<file path="src/rtl/digit_scan_mux_pkg.sv">
// Shared constants and helpers for the multiplexed digit scanner.
// Latency: n/a (compile-time definitions only).
// Backpressure: n/a.
package digit_scan_mux_pkg;

  localparam int NIBBLE_W           = 4;
  localparam int DEFAULT_NUM_DIGITS = 4;

  // Wide enough for the largest supported display (8 digits); users slice it.
  localparam logic [7:0] ANODE_OFF = 8'hFF;

  // Width of a slot index for n digits; never narrower than one bit.
  function automatic int slot_w(input int n);
    return (n <= 1) ? 1 : $clog2(n);
  endfunction

endpackage

</file>
<file path="src/rtl/digit_scan_mux_if.sv">
// Display-side bundle: digit data/controls in, decoder nibble and anodes out.
// Latency: n/a (wires only).
// Backpressure: none; load is a fire-and-forget strobe.
// Ports: digits_in/digit_en/blink_en/load (to scanner), nibble_out/anode_n/frame_tick (from scanner).
interface digit_scan_mux_if
  import digit_scan_mux_pkg::*;
#(
  parameter int NUM_DIGITS = DEFAULT_NUM_DIGITS
);

  logic [NIBBLE_W*NUM_DIGITS-1:0] digits_in;
  logic [NUM_DIGITS-1:0]          digit_en;
  logic [NUM_DIGITS-1:0]          blink_en;
  logic                           load;
  logic [NIBBLE_W-1:0]            nibble_out;
  logic [NUM_DIGITS-1:0]          anode_n;
  logic                           frame_tick;

  modport master (
    output digits_in, digit_en, blink_en, load,
    input  nibble_out, anode_n, frame_tick
  );

  modport slave (
    input  digits_in, digit_en, blink_en, load,
    output nibble_out, anode_n, frame_tick
  );

endinterface

</file>
<file path="src/rtl/digit_scan_mux_scan_prescaler.sv">
// Modulo-REFRESH_DIV slot timer with terminal-count pulse and dead-time flag.
// Latency: tc is combinational from the count; lit_next describes the next count.
// Backpressure: none; free-running.
// Ports: clk, rst (sync, active-high), tc (count == REFRESH_DIV-1), lit_next (next count >= DEAD_CYCLES).
module digit_scan_mux_scan_prescaler #(
  parameter int REFRESH_DIV = 50000,
  parameter int DEAD_CYCLES = 2
) (
  input  logic clk,
  input  logic rst,
  output logic tc,
  output logic lit_next
);

  localparam int CW = (REFRESH_DIV > 1) ? $clog2(REFRESH_DIV) : 1;

  logic [CW-1:0] cnt;
  logic [CW-1:0] cnt_nx;

  // The parent registers its outputs from next-state values, so the
  // dead-time test is made against the count that will be current next cycle.
  always_comb begin
    tc       = (cnt == CW'(REFRESH_DIV - 1));
    cnt_nx   = tc ? '0 : cnt + CW'(1);
    lit_next = (int'(cnt_nx) >= DEAD_CYCLES);
  end

  always_ff @(posedge clk) begin
    if (rst) begin
      cnt <= '0;
    end else begin
      cnt <= cnt_nx;
    end
  end

endmodule

</file>
<file path="src/rtl/digit_scan_mux.sv">
// Time-multiplexed 7-segment digit scanner with frame-synchronous update, blanking, blink and dead time.
// Latency: outputs registered and aligned with the scan counters; load shows from the next frame start.
// Backpressure: none; loads before a frame boundary overwrite each other (last wins).
// Ports: clk, rst (sync, active-high), bus (slave: digits_in/digit_en/blink_en/load in; nibble_out/anode_n/frame_tick out).
module digit_scan_mux
  import digit_scan_mux_pkg::*;
#(
  parameter int NUM_DIGITS   = DEFAULT_NUM_DIGITS,
  parameter int REFRESH_DIV  = 50000,
  parameter int DEAD_CYCLES  = 2,
  parameter int BLINK_FRAMES = 64
) (
  input  logic           clk,
  input  logic           rst,
  digit_scan_mux_if.slave bus
);

  localparam int SW = slot_w(NUM_DIGITS);
  localparam int FW = (BLINK_FRAMES > 1) ? $clog2(BLINK_FRAMES) : 1;
  localparam int VW = NIBBLE_W * NUM_DIGITS;
  localparam logic [SW-1:0]         LAST_SLOT  = SW'(NUM_DIGITS - 1);
  localparam logic [FW-1:0]         LAST_FRAME = FW'(BLINK_FRAMES - 1);
  localparam logic [NUM_DIGITS-1:0] DARK       = ANODE_OFF[NUM_DIGITS-1:0];

  logic slot_adv;
  logic lit_next;

  logic [SW-1:0]         slot;
  logic [FW-1:0]         frame_cnt;
  logic                  blink_phase;
  logic                  pending;
  logic [VW-1:0]         stg_val;
  logic [NUM_DIGITS-1:0] stg_en;
  logic [NUM_DIGITS-1:0] stg_blink;
  logic [VW-1:0]         act_val;
  logic [NUM_DIGITS-1:0] act_en;
  logic [NUM_DIGITS-1:0] act_blink;

  logic                  boundary;
  logic [SW-1:0]         slot_nx;
  logic                  blink_phase_nx;
  logic [VW-1:0]         act_val_nx;
  logic [NUM_DIGITS-1:0] act_en_nx;
  logic [NUM_DIGITS-1:0] act_blink_nx;
  logic                  vis_nx;

  digit_scan_mux_scan_prescaler #(
    .REFRESH_DIV (REFRESH_DIV),
    .DEAD_CYCLES (DEAD_CYCLES)
  ) u_prescaler (
    .clk      (clk),
    .rst      (rst),
    .tc       (slot_adv),
    .lit_next (lit_next)
  );

  // Everything the registered outputs need is computed for the next cycle,
  // so nibble_out/anode_n line up exactly with the slot and prescaler state.
  always_comb begin
    boundary       = slot_adv && (slot == LAST_SLOT);
    slot_nx        = slot;
    blink_phase_nx = blink_phase;
    act_val_nx     = act_val;
    act_en_nx      = act_en;
    act_blink_nx   = act_blink;

    if (slot_adv) begin
      slot_nx = boundary ? '0 : slot + SW'(1);
    end

    if (boundary) begin
      if (frame_cnt == LAST_FRAME) begin
        blink_phase_nx = ~blink_phase;
      end
      // A load landing on the boundary itself bypasses staging.
      if (bus.load) begin
        act_val_nx   = bus.digits_in;
        act_en_nx    = bus.digit_en;
        act_blink_nx = bus.blink_en;
      end else if (pending) begin
        act_val_nx   = stg_val;
        act_en_nx    = stg_en;
        act_blink_nx = stg_blink;
      end
    end

    vis_nx = act_en_nx[slot_nx] && !(act_blink_nx[slot_nx] && blink_phase_nx) && lit_next;
  end

  always_ff @(posedge clk) begin
    if (rst) begin
      slot           <= '0;
      frame_cnt      <= '0;
      blink_phase    <= 1'b0;
      pending        <= 1'b0;
      stg_val        <= '0;
      stg_en         <= '0;
      stg_blink      <= '0;
      act_val        <= '0;
      act_en         <= '0;
      act_blink      <= '0;
      bus.nibble_out <= '0;
      bus.anode_n    <= DARK;
      bus.frame_tick <= 1'b0;
    end else begin
      if (bus.load) begin
        stg_val   <= bus.digits_in;
        stg_en    <= bus.digit_en;
        stg_blink <= bus.blink_en;
      end

      if (boundary) begin
        pending   <= 1'b0;
        frame_cnt <= (frame_cnt == LAST_FRAME) ? '0 : frame_cnt + FW'(1);
      end else if (bus.load) begin
        pending <= 1'b1;
      end

      slot        <= slot_nx;
      blink_phase <= blink_phase_nx;
      act_val     <= act_val_nx;
      act_en      <= act_en_nx;
      act_blink   <= act_blink_nx;

      // Decoder input follows the slot even through dead time.
      bus.nibble_out <= act_val_nx[slot_nx*NIBBLE_W +: NIBBLE_W];
      bus.anode_n    <= vis_nx ? ~(NUM_DIGITS'(1) << slot_nx) : DARK;
      bus.frame_tick <= boundary;
    end
  end

endmodule

</file>
<file path="src/flat_wrapper.sv">
// flat-port wrapper written by rule: the top's interface ports become plain ports
module digit_scan_mux_flat import digit_scan_mux_pkg::*;
#(
  parameter int NUM_DIGITS   = DEFAULT_NUM_DIGITS,
  parameter int REFRESH_DIV  = 50000,
  parameter int DEAD_CYCLES  = 2,
  parameter int BLINK_FRAMES = 64
)
  (clk, rst, bus_digits_in, bus_digit_en, bus_blink_en, bus_load, bus_nibble_out, bus_anode_n, bus_frame_tick);
  digit_scan_mux_if #(.NUM_DIGITS(NUM_DIGITS)) bus_i ();
  input  logic clk;
  input  logic rst;
  input wire logic [$bits(bus_i.digits_in)-1:0] bus_digits_in;
  input wire logic [$bits(bus_i.digit_en)-1:0] bus_digit_en;
  input wire logic [$bits(bus_i.blink_en)-1:0] bus_blink_en;
  input wire logic [$bits(bus_i.load)-1:0] bus_load;
  output wire logic [$bits(bus_i.nibble_out)-1:0] bus_nibble_out;
  output wire logic [$bits(bus_i.anode_n)-1:0] bus_anode_n;
  output wire logic [$bits(bus_i.frame_tick)-1:0] bus_frame_tick;
  assign bus_i.digits_in = bus_digits_in;
  assign bus_i.digit_en = bus_digit_en;
  assign bus_i.blink_en = bus_blink_en;
  assign bus_i.load = bus_load;
  assign bus_nibble_out = bus_i.nibble_out;
  assign bus_anode_n = bus_i.anode_n;
  assign bus_frame_tick = bus_i.frame_tick;
  digit_scan_mux #(.NUM_DIGITS(NUM_DIGITS), .REFRESH_DIV(REFRESH_DIV), .DEAD_CYCLES(DEAD_CYCLES), .BLINK_FRAMES(BLINK_FRAMES)) u_core (.clk(clk), .rst(rst), .bus(bus_i));
endmodule
</file>
<file path="config.mk">
export PLATFORM = sky130hd
export DESIGN_NAME = digit_scan_mux_flat
export DESIGN_NICKNAME = d
export VERILOG_FILES = /design/src/rtl/digit_scan_mux_pkg.sv /design/src/rtl/digit_scan_mux_if.sv /design/src/rtl/digit_scan_mux_scan_prescaler.sv /design/src/rtl/digit_scan_mux.sv /design/src/flat_wrapper.sv
export SDC_FILE = /design/constraint.sdc
export NUM_CORES = 1
export LEC_CHECK = 0
export ABC_AREA = 1
export CORE_ASPECT_RATIO = 2
export CORE_MARGIN = 2
export CORE_UTILIZATION = 35
export DETAILED_ROUTE_END_ITERATION = 6
export GPL_TIMING_DRIVEN = 0
export PLACE_DENSITY_LB_ADDON = 0.08
export SKIP_LAST_GASP = 1
export SLEW_MARGIN = 20
export SYNTH_ARGS = -nofsm -noshare
export SYNTH_HDL_FRONTEND = slang
export SYNTH_HIERARCHICAL = 1
export SYNTH_SLANG_ARGS = --single-unit
</file>
<file path="constraint.sdc">
create_clock -name clk -period 5.5 [get_ports clk]
set_clock_uncertainty 0.2 [all_clocks]
set_input_delay 0.55 -clock clk [delete_from_list [all_inputs] [get_ports clk]]
set_output_delay 0.55 -clock clk [all_outputs]
set_load 0.03 [all_outputs]
</file>
==> results.ini, run 1 <==
[outcome]
status = complete, no violations

[route]
dr_total_vias = 3628
first_pass_iters = 4
vias_per_cell = 4.77
drt-initial-drc-count = 150
wl_um = 10900
wl_per_cell_um = 14.3
drc = 0
ant_nets = 0

[global_routing]
grt_pass1_wl_um = 17900
grt_max_degree = 15
grt_pass1_vias = 3804
track_usage = 0.195
overflow = 0
antenna_found_initial = 0

[final_layout]
layout_common_cells = nand2_1, nor2_1, dfxtp_1
drive_above_1_share = 0.110
fillers = 1127
layout_commonest_cell = nand2_1
nets = 646
syn_to_final_growth_pct = 21.6
antenna_cells = 0

[cts]
cts_sinks = 83
insertion_delay_ps = 330
cts_buffers = 9
cts-root-buf = clkbuf_16
hold_buffers = 0
cts_setup_buffers = 0
cts_tree = yes
clock_tree.buffer_depth = 2
cts_resized = 0
path_clk_slew_ps = 60
htreeDepth = 3

[placed_design]
finalWeightedCongestion = 0.876
portBuffers = 34
dp_hpwl_um = 8520

[sta]
rsz0062_at_grt = no
timing.final.crit_share = 0.494
tightest_slew_ps = 588
clock.fmax_ghz = 0.368
maxSlewHeadroom = 0.608
hold_violations = 0
finalSetupTns_ps = 0
maxSlewViolCount = 0
fin_crit_ps = 2720
finalSetupViolCount = 0

[power]
finalPower_mw = 1.35
p_leak_nw = 2.08
p_per_area_nw_per_um2 = 285
p_clk_frac = 0.480
power_frac_seq = 0.458
p_sw_mw = 0.292
power_switching_share = 0.216
p_int_mw = 1.06
vdd_ir_drop_max_mv = 0.184
combPwrFrac = 0.062

[synth]
syn-num-nets = 601
synthCells = 570
synth-main-ff-cell = dfxtp_1
synth_cell_types = 40
async_reset_ff_frac = 0
synth-seq-cells = 83
ys_warn_count = 6
seq_area_frac_synth = 0.425
avgSynthCellArea_sq_um = 6.86
synth_edf_count = 0
synth.cell_area_sq_um = 3910

[die]
core_sq_um = 10900
dieWidth_um = 78.7
ios = 36
die_h_um = 153
start_util = 0.359
rows = 54
die_area_sq_um = 12100

[job]
drv_cap = 0

[min_path]
min_path_type = flip-flop to flip-flop

[worst_setup_path]
end_kind = flip-flop
start_kind = flip-flop
required_ps = 5500
path_max_fanout = 10
crit_type = flip-flop to flip-flop
cp.arrival_ps = 2710

-- worst paths after layout --
kind	start	end	slack, ps	cells past startpoint
max	u_core/u_prescaler/cnt[0]	u_core/bus.anode_n[2]	2780	14
min reg2reg	u_core/act_val[3]	u_core/act_val[3]	280	2
max reg2reg	u_core/u_prescaler/cnt[0]	u_core/bus.anode_n[2]	2780	14
min	u_core/act_val[3]	u_core/act_val[3]	280	2
-- Yosys cell counts (2+ instances only) --
library cell	instances	share of area
inv_2	5	0.0048
o21bai_1	2	0.0038
nand2_2	5	0.0080
nand2_1	162	0.16
ha_1	4	0.013
xor2_1	2	0.0045
nand3_2	3	0.0077
o21ai_2	2	0.0045
buf_6	4	0.012
nand2_4	3	0.0086
o21ai_1	14	0.018
buf_1	2	0.0019
nor3_1	8	0.010
dfxtp_1	83	0.43
inv_1	60	0.058
nand4_1	4	0.0064
a21oi_1	20	0.026
or2_2	10	0.016
nor2_2	6	0.0096
nand3_1	35	0.045
or2_1	2	0.0032
buf_2	2	0.0026
buf_4	2	0.0038
nor2_1	89	0.085
clkbuf_1	6	0.0058
nor2_4	5	0.014
o21ai_0	17	0.022
-- cells by family (layout without fill, tap and decap cells) --
logic type,after synthesis,after routing,share of synthesized area
xor+xnor,2,2,0.00448
compound gates,61,61,0.0855
fa+ha+maj,4,4,0.0128
buf+inv,85,135,0.0960
flops,83,83,0.425
simple gates,335,335,0.376
-- stage by stage --
stage / setup slack (ps) / std cells / hold WS (ps) / instance area [sq um] / util
6_report: 2780 / 760 / 277 / 4750 / 0.437
4_1_cts: 2750 / 760 / 277 / 4750 / 0.437
3_3_place_gp: 2820 / 744 / 256 / 4420 / 0.407
5_1_grt: 2560 / 760 / 300 / 4750 / 0.437
2_1_floorplan: 3400 / 570 / 246 / 3910 / -
3_5_place_dp: 2770 / 744 / 268 / 4420 / 0.407
-- per-layer routing --
layer	wire, um	up-vias	global-route usage
li1	-	1871	-
met1	3660	1647	0.176
met2	6350	75	0.387
met3	319	35	0.0307
met4	554	0	0.114
met5	0	-	0
-- registers in the layout, indices dropped and copies added (netlist names), 6 cells and up --
| name | flops |
|---|---|
| u_core/act_val | 16 |
| u_core/frame_cnt | 6 |
| u_core/stg_val | 16 |
| u_core/u_prescaler/cnt | 16 |
-- layout make-up --
class	count	area (sq um)	share of cell area
plain buffers	17	114	0.0240
clock buffers	10	239	0.0503
clock inverters	6	88.8	0.0187
inverters	68	262	0.0550
multi-input cells	402	1870	0.394
flip-flops and latches	83	1660	0.350
well taps	140	175	0.0369
repair buffers	34	340	0.0716
-- power groups by stage --
stage	Clock (mW)	Combinational, mW	Sequential [mW]
5_1_grt	0.699	0.0942	0.620
3_5_place_dp	0	0.0858	0.632
2_1_floorplan	0	0.0489	0.631
6_report	0.649	0.0844	0.619
4_1_cts	0.668	0.0862	0.619
3_3_place_gp	0	0.0847	0.632
-- worst max-delay path: stages (launching register included) --
cell and delay (ps):
dfxtp_1 410, ha_1 210, nand2_2 110, nor2_4 160, nand3_1 170, inv_1 220, nand2_4 140, nand2_1 100
nor2_2 60, nor2_2 350, nand3_1 120, nand2_1 110, nor2_2 60, nand2_4 70, nand3_1 90
Note: power is estimated with default switching activity, not from simulation.
==> run 2: changes to the inputs <==
==> constraint.sdc (replaced) <==
create_clock -name clk -period 2.3 [get_ports clk]
set_clock_uncertainty 0.2 [all_clocks]
set_input_delay 0.23 -clock clk [delete_from_list [all_inputs] [get_ports clk]]
set_output_delay 0.23 -clock clk [all_outputs]
set_load 0.03 [all_outputs]
==> run 2 against run 1 <==
  * Die area stayed put
  * Setup slack worse by 2700 ps
  * Sequential share of layout area is 1.8 points lower
  * Non-clock buffer count is 18 higher
  * Register-to-register slack worse by 2700 ps
  * Sequential cell count stayed put
  * Critical path depth is 2 higher
  * Total power is 140% higher
  * Critical path type unchanged
  * Combinational power is 150% higher
  * Final cell count is 2.4% higher
  * Clock power is 140% higher
==> results.ini, run 2 (same netlist as run 1, synthesis figures left out) <==
[outcome]
status = complete, no violations

[die]
core_sq_um = 10900  ; unchanged
die_h_um = 153  ; unchanged
die_area_sq_um = 12100  ; unchanged
dieWidth_um = 78.7  ; unchanged
ios = 36  ; unchanged
rows = 54  ; unchanged
start_util = 0.359  ; unchanged

[cts]
path_clk_slew_ps = 60  ; about the same
htreeDepth = 3  ; unchanged
cts_sinks = 83  ; unchanged
insertion_delay_ps = 330  ; about the same
cts-root-buf = clkbuf_16
cts_buffers = 9  ; unchanged
hold_buffers = 0  ; unchanged
clock_tree.buffer_depth = 2  ; unchanged
cts_tree = yes

[final_layout]
layout_common_cells = nand2_1, nor2_1, dfxtp_1
nets = 664  ; +2.8%
reg.largest.list = u_core/act_val: 16 flops, u_core/stg_val: 16 flops, u_core/u_prescaler/cnt: 16 flops
fin_area_sq_um = 5080  ; +6.9%
layout_commonest_cell = nand2_1
fillers = 1122  ; -0.44%
syn_to_final_growth_pct = 29.9
drive_above_1_share = 0.201  ; +0.0909
antenna_cells = 0  ; unchanged

[power]
p_leak_nw = 2.18  ; +4.9%
vdd_ir_drop_max_mv = 0.438  ; +140%
p_per_area_nw_per_um2 = 639  ; +120%
finalPower_mw = 3.25  ; +140%

[sta]
fin_crit_ps = 2230  ; -486 ps
maxSlewHeadroom = 0.617  ; +0.00833
rsz0062_at_grt = yes
clock.fmax_ghz = 0.449  ; +22%
finalSetupViolCount = 0  ; unchanged
hold_violations = 0  ; unchanged
timing.final.crit_share = 0.969  ; +0.475
tightest_slew_ps = 575  ; -12.5 ps
maxSlewViolCount = 0  ; unchanged

[worst_setup_path]
critPathLaunch = u_core/u_prescaler/cnt[1]
cp.arrival_ps = 2240  ; -470 ps
critPathBufInv = 3  ; +2
end_kind = flip-flop
start_kind = flip-flop
cpMostUsedCell = nand3_1
path_max_fanout = 4  ; -6
critPathCapture = u_core/bus.anode_n[2]
r2r_slack_ps = 70  ; -2710 ps
slowest_delay_ps = 370  ; -40 ps
worst_path_max_delay_cell = dfxtp_4
worstPathCellList = ha_4 > nand2_4 > nor2_4 > buf_6 > buf_4 > nand2_1 > nand2_1 > a21oi_1 > nand3_1 > nor2_1 > nand3_1 > inv_1 > nor2_1 > nand3_1 > nor2_4 > nand3_2
crit_family = simple AND/OR/NAND/NOR gates
r2r-start = u_core/u_prescaler/cnt[1]
crit_cells = 16  ; +2
crit_type = flip-flop to flip-flop
r2r_end = u_core/bus.anode_n[2]
r2r_cells = 16  ; +2
required_ps = 2310  ; -3190 ps

[route]
dr_total_vias = 3707  ; +2.2%
first_pass_iters = 4  ; unchanged
wl_um = 11100  ; +2.3%
wl_per_cell_um = 14.3  ; about the same
drt-initial-drc-count = 145  ; -3.3%
ant_nets = 0  ; unchanged
drc = 0  ; unchanged
vias_per_cell = 4.76  ; -0.19%

[global_routing]
track_usage = 0.197  ; +0.00181
grt_pass1_wl_um = 18100  ; +1.3%
grt_max_degree = 15  ; unchanged
grt_pass1_vias = 3848  ; +1.2%
overflow = 0  ; unchanged
antenna_found_initial = 0  ; unchanged

[placed_design]
portBuffers = 34  ; unchanged
finalWeightedCongestion = 0.876  ; unchanged
dp_hpwl_um = 8520  ; unchanged
dpl-instance-area_sq_um = 4420  ; unchanged

[job]
drv_cap = 0  ; unchanged

[min_path]
min_path_type = primary input to flip-flop

==> run 2: final cells by class <==
class | instances | area, sq um | share of cell area
timing repair buffer | 52 | 479 | 0.0944
multi-input combinational | 402 | 2020 | 0.399
tap | 140 | 175 | 0.0345
clock inverter | 6 | 88.8 | 0.0175
sequential | 83 | 1690 | 0.332
inverter | 68 | 268 | 0.0527
clock buffer | 10 | 239 | 0.0471
buffer | 17 | 118 | 0.0232
==> run 2: stage by stage <==
stage | TNS, ps | hold WS, ps | utilization | std cells | setup WS (ps)
after floorplan | 0 | 214 | - | 570 | 198
after detailed placement | -3850 | 268 | 0.407 | 744 | -431
after global placement | -3000 | 256 | 0.407 | 744 | -383
after global routing | -223 | 41.9 | 0.467 | 778 | -73.5
after CTS | 0 | 17.2 | 0.453 | 774 | 0.215
final | 0 | 17.4 | 0.467 | 778 | 71.3
==> run 2: worst min-delay path, stage by stage <==
cell    delay, ps
buf_6         120
nor2_1         70
nor2_1         90
==> run 2: worst min path at each step <==
stage,start,to,slack (ps),depth (start not counted)
after floorplan,bus_blink_en[0],u_core/stg_blink[0],210,2
after detailed placement,u_core/act_blink[3],u_core/act_blink[3],270,2
final,bus_load,u_core/pending,20,3
after global routing,bus_load,u_core/pending,40,3
after global placement,u_core/stg_blink[1],u_core/stg_blink[1],260,2
after CTS,bus_load,u_core/pending,20,3
==> run 2: power by group <==
group          internal (mW)  total, mW  switching [mW]
logic                 0.0899      0.209           0.119
clock network          0.980       1.56           0.578
registers               1.47       1.48          0.0128
total                   2.54       3.25           0.710
==> run 2: timing repair <==
action / in CTS / in global routing
resized for setup: 21 / 41
gates cloned: 0 / 0
setup buffers: 14 / 4
pin swaps: 7 / 15
setup endpoints to repair: 27 / 9
==> run 2: layer usage <==
layer	track usage	up-vias	part of all wire
met5	0	-	0
met4	0.119	0	0.058
met3	0.0295	41	0.023
met2	0.387	67	0.58
met1	0.179	1690	0.34
li1	-	1909	-
